==> src/rtl/conversor_bcd_sequencial_pkg.sv <==
// Shared definitions for the iterative binary-to-BCD (double-dabble) converter.
package conversor_bcd_sequencial_pkg;

  typedef enum logic {
    ST_IDLE = 1'b0,
    ST_CONV = 1'b1
  } state_t;

  localparam logic [3:0] BCD_ADD3   = 4'd3;
  localparam logic [3:0] BCD_THRESH = 4'd5;

endpackage

==> src/rtl/conversor_bcd_sequencial_ajuste.sv <==
// bcd_digit_ajuste: combinational "if >= 5 then add 3" correction of one BCD digit.
module bcd_digit_ajuste
  import conversor_bcd_sequencial_pkg::*;
(
  input  logic [3:0] digit_i,
  output logic [3:0] digit_o
);

  always_comb begin
    digit_o = digit_i;
    if (digit_i >= BCD_THRESH) digit_o = digit_i + BCD_ADD3;
  end

endmodule

==> src/rtl/conversor_bcd_sequencial.sv <==
// Iterative WIDTH-bit binary to DIGITS-digit packed BCD converter, one
// correct-and-shift step per clock, with start/busy/done handshake and overflow flag.
module conversor_bcd_sequencial
  import conversor_bcd_sequencial_pkg::*;
#(
  parameter int WIDTH  = 8,
  parameter int DIGITS = 3
) (
  input  logic                  clk,
  input  logic                  rst,
  input  logic                  start,
  input  logic [WIDTH-1:0]      bin,
  output logic                  busy,
  output logic                  done,
  output logic [4*DIGITS-1:0]   bcd,
  output logic                  overflow
);

  localparam int CW = $clog2(WIDTH + 1);

  state_t              state_q;
  logic [WIDTH-1:0]    bin_q,  bin_d;
  logic [4*DIGITS-1:0] work_q, work_d, work_adj;
  logic [CW-1:0]       cnt_q;
  logic                sticky_q;
  logic                out_bit;
  logic                busy_q, done_q, ovf_q;
  logic [4*DIGITS-1:0] bcd_q;

  for (genvar i = 0; i < DIGITS; i++) begin : g_ajuste
    bcd_digit_ajuste u_ajuste (
      .digit_i (work_q[4*i +: 4]),
      .digit_o (work_adj[4*i +: 4])
    );
  end

  // The bit leaving the top digit is lost from the result and marks overflow.
  assign out_bit = work_adj[4*DIGITS-1];
  assign work_d  = {work_adj[4*DIGITS-2:0], bin_q[WIDTH-1]};
  assign bin_d   = {bin_q[WIDTH-2:0], 1'b0};

  always_ff @(posedge clk or posedge rst) begin
    if (rst) begin
      state_q  <= ST_IDLE;
      bin_q    <= '0;
      work_q   <= '0;
      cnt_q    <= '0;
      sticky_q <= 1'b0;
      busy_q   <= 1'b0;
      done_q   <= 1'b0;
      bcd_q    <= '0;
      ovf_q    <= 1'b0;
    end else begin
      done_q <= 1'b0;
      case (state_q)
        ST_IDLE: begin
          if (start) begin
            bin_q    <= bin;
            work_q   <= '0;
            sticky_q <= 1'b0;
            cnt_q    <= CW'(WIDTH);
            busy_q   <= 1'b1;
            state_q  <= ST_CONV;
          end
        end
        ST_CONV: begin
          bin_q    <= bin_d;
          work_q   <= work_d;
          sticky_q <= sticky_q | out_bit;
          cnt_q    <= cnt_q - CW'(1);
          if (cnt_q == CW'(1)) begin
            bcd_q   <= work_d;
            ovf_q   <= sticky_q | out_bit;
            done_q  <= 1'b1;
            busy_q  <= 1'b0;
            state_q <= ST_IDLE;
          end
        end
        default: state_q <= ST_IDLE;
      endcase
    end
  end

  assign busy     = busy_q;
  assign done     = done_q;
  assign bcd      = bcd_q;
  assign overflow = ovf_q;

endmodule

==> config.mk <==
export PLATFORM = sky130hd
export DESIGN_NAME = conversor_bcd_sequencial
export DESIGN_NICKNAME = d
export VERILOG_FILES = /design/src/rtl/conversor_bcd_sequencial_pkg.sv /design/src/rtl/conversor_bcd_sequencial_ajuste.sv /design/src/rtl/conversor_bcd_sequencial.sv
export SDC_FILE = /design/constraint.sdc
export NUM_CORES = 1
export LEC_CHECK = 0
export BUFFER_PORTS_ARGS = -buffer_cell sky130_fd_sc_hd__clkbuf_2
export CAP_MARGIN = 20
export CORE_UTILIZATION = 54
export DETAILED_ROUTE_END_ITERATION = 8
export PLACE_DENSITY = 0.75
export REMOVE_ABC_BUFFERS = 1
export SETUP_SLACK_MARGIN = 0.2
export SLEW_MARGIN = 20
export SYNTH_ARGS = -nofsm -noshare
export SYNTH_HDL_FRONTEND = slang
export SYNTH_HIERARCHICAL = 1
export SYNTH_SLANG_ARGS = --single-unit
==> constraint.sdc <==
create_clock -name clk -period 1.7 [get_ports clk]
set_input_delay 0.085 -clock clk [delete_from_list [all_inputs] [get_ports clk]]
set_output_delay 0.085 -clock clk [all_outputs]
set_load 0.02 [all_outputs]
==> flow_metrics.env <==
export IMPL_p_clk_share_pct=14.9
export IMPL_power_net_switching_uw=2094
export IMPL_ir_drop_mv=1.322
export IMPL_via_per_inst=5.315
export IMPL_synth_cell_types=27
export IMPL_hold_path_class="primary input to flip-flop"
export IMPL_leakagePower_uw=0.001216
export IMPL_slew_violations=0
export IMPL_post_route_min_period_ns=1.475
export IMPL_yosysWarnings=6
export IMPL_chipHeight_um=63.51
export IMPL_worstPathRequired_ns=1.87
export IMPL_p_int_uw=3217
export IMPL_nFillCells=262
export IMPL_cts_buffers=5
export IMPL_start_util_pct=58.91
export IMPL_drcViolationCount=0
export IMPL_ctsLongestPathBuffers=2
export IMPL_grt_usage_pct=21.92
export IMPL_syn_area_um2=2043
export IMPL_clkLatencyLatePin_ns=0.29
export IMPL_syn_avg_cell_area_um2=10.59
export IMPL_antennaDiodeCount=0
export IMPL_ys_ff_latch=41
export IMPL_htree_levels=2
export IMPL_yosysSeqAreaShare_pct=50.21
export IMPL_antenna_found_initial=0
export IMPL_drtIter0Drc=77
export IMPL_max_freq_mhz=677.8
export IMPL_slew_headroom_pct=66.26
export IMPL_overflow=0
export IMPL_sw_frac_of_total_pct=39.43
export IMPL_clock_sinks=41
export IMPL_routabilityCongestion=0.7366
export IMPL_grt_pass1_wl_um=6851
export IMPL_grt_max_degree=48
export IMPL_dr_pass1_iters=4
export IMPL_yosysTopAreaCellShare_pct=50.21
export IMPL_end_kind="flip-flop"
export IMPL_fin_crit_sh_pct=86.79
export IMPL_path_class="flip-flop to flip-flop"
export IMPL_nets=251
export IMPL_synth_most_common_cell="dfrtp_1"
export IMPL_clkSlewWorstSetupHoldPaths_ns=0.07
export IMPL_power_frac_comb_pct=51.2
export IMPL_fp_dieW_um=63.51
export IMPL_tightestPinTransition_ns=0.5061
export IMPL_cts_root_buf="clkbuf_8"
export IMPL_crit_path_start_kind="flip-flop"
export IMPL_power_frac_seq_pct=33.8
export IMPL_maxCapViolCount=0
export IMPL_ant_nets=0
export IMPL_synth_commonest_cells="41 x dfrtp_1, 29 x nand2_1, 22 x o21ai_0, 18 x nand2b_1"
export IMPL_worst_path_max_fanout=6
export IMPL_stdcell_count=279
export IMPL_dieArea_um2=4034
export IMPL_syn_to_final_growth_pct=24.43
export IMPL_drt_wl_total_um=4183
export IMPL_placement_io_buffers=25
export IMPL_dp_hpwl_um=2563
export IMPL_grt_pass1_vias=1502
export IMPL_vias=1483
export IMPL_synth_area_leaders="dfrtp_1 50%, mux2i_1 5.9%, nand2b_1 5.5%"
export IMPL_std_cell_rows=21
export IMPL_finalHoldViolCount=0
export IMPL_syn_inst=193
export IMPL_fin_skew_ns=0.008361
export IMPL_dp_cells=259
export IMPL_cp_arrival_ns=1.64
export IMPL_routedWlPerCell_um=14.99
export IMPL_synthFlopType="dfrtp_1"
export IMPL_rsz0062_at_grt="yes"
export IMPL_design_core_area_um2=3468
export IMPL_final_util_pct=73.30
export IMPL_setup_viol_count_final=0
export IMPL_pwr_density_cell_nw_per_um2=2089
export IMPL_synth_edf_count=0
export IMPL_status="complete, no violations"
export IMPL_synth_top_area_cell="dfrtp_1"
export IMPL_ys_async_sr_fraction_pct=100.0
export IMPL_reg2reg_slack_ns=0.22
export IMPL_drive_above_1_share_pct=35.19
export IMPL_cts_tree="built"
export IMPL_num_io_pins=26
critical path, cell delays in order (launching register included):
cell and delay, ns:
dfrtp_1 0.41, inv_2 0.09, ha_4 0.11, and4bb_2 0.28, buf_6 0.17, mux2_4 0.30
layer usage:
layer  part of all wire, %  GRT usage (%)
met3                   2.4          3.804
met1                    44          27.87
met2                    52          36.84
met4                   1.5          8.523
met5                     0              0
cell usage in the layout, fill, tap and decap left out, drive strengths merged:
cell / instances
inv: 12
a22o: 2
a21oi: 4
bufinv: 1
xnor2: 3
dlygate4sd3: 1
nor2: 7
nand2: 29
nor3: 1
a31oi: 1
clkbuf: 32
mux2: 13
nand2b: 18
xor2: 1
o21ai: 25
ha: 8
buf: 16
nor3b: 1
o31ai: 2
or4: 1
and4bb: 1
mux2i: 12
dfrtp: 41
a21o: 1
kinds of logic (layout without fill, tap and decap cells):
| group | count (synthesis) | in the layout | synth area share, % |
|---|---|---|---|
| flip-flops | 41 | 41 | 50.21 |
| adder cells (fa/ha/maj) | 8 | 8 | 4.899 |
| AO/OA/AOI/OAI | 35 | 35 | 9.921 |
| buffers and inverters | 22 | 62 | 5.389 |
| AND/OR/NAND/NOR | 58 | 58 | 13.72 |
| XOR/XNOR | 4 | 4 | 1.715 |
| multiplexers | 25 | 25 | 14.15 |
final timing paths:
kind	start	end	cells after the start
worst max register to register	cnt_q[1]	bcd[10]	5
max in group asynchronous	rst	work_q[8]	4
min in group asynchronous	rst	work_q[2]	4
worst max-delay path	cnt_q[1]	bcd[10]	5
worst min register to register	bin_q[3]	bin_q[4]	2
worst min-delay path	bin[0]	bin_q[0]	3
layout make-up:
cell class	count	area, um^2	area share [%]
timing repair buffer	42	262.8	10.33
clock buffer	7	86.33	3.396
tap	46	57.56	2.264
multi-input combinational	130	1032	40.60
sequential	41	1028	40.45
clock inverter	1	30.03	1.181
inverter	12	45.04	1.772
power by group through the flow:
stage | Clock (uW) | Combinational (uW) | Sequential, uW
after floorplan | 0 | 1320 | 1970
after global placement | 0 | 2020 | 1740
after detailed placement | 0 | 2140 | 1770
after CTS | 817 | 2260 | 1740
after global routing | 857 | 2970 | 1860
final | 793 | 2720 | 1800
registers in the layout (all words and copies together) (netlist names):
register	count
busy	1
sticky_q	1
work_q	12
bin_q	8
overflow	1
cnt_q	4
bcd	12
done	1
state_q	1
per-stage QoR:
| step | TNS (ns) | instance area (um^2) | setup WS (ns) | total power (uW) | hold slack, ns |
|---|---|---|---|---|---|
| after floorplan | -5.189 | 1978 | -0.4134 | 3297 | 0.1713 |
| after global placement | 0 | 2198 | 0.2261 | 3755 | 0.2102 |
| after detailed placement | 0 | 2198 | 0.1719 | 3909 | 0.2261 |
| after CTS | 0 | 2375 | 0.1961 | 4815 | 0.05317 |
| after global routing | 0 | 2542 | 0.1227 | 5685 | 0.06565 |
| final | 0 | 2542 | 0.2246 | 5310 | 0.05218 |
what timing repair did:
action | in CTS | in global routing
endpoints found under the hold margin | 41 | 0
buffers inserted | 5 | 5
gates cloned | 1 | 0
pin swaps | 3 | 3
hold buffers | 1 | 0
setup endpoints to repair | 10 | 20
resized for setup | 4 | 30
No activity file was read; power rests on OpenSTA's default activity.
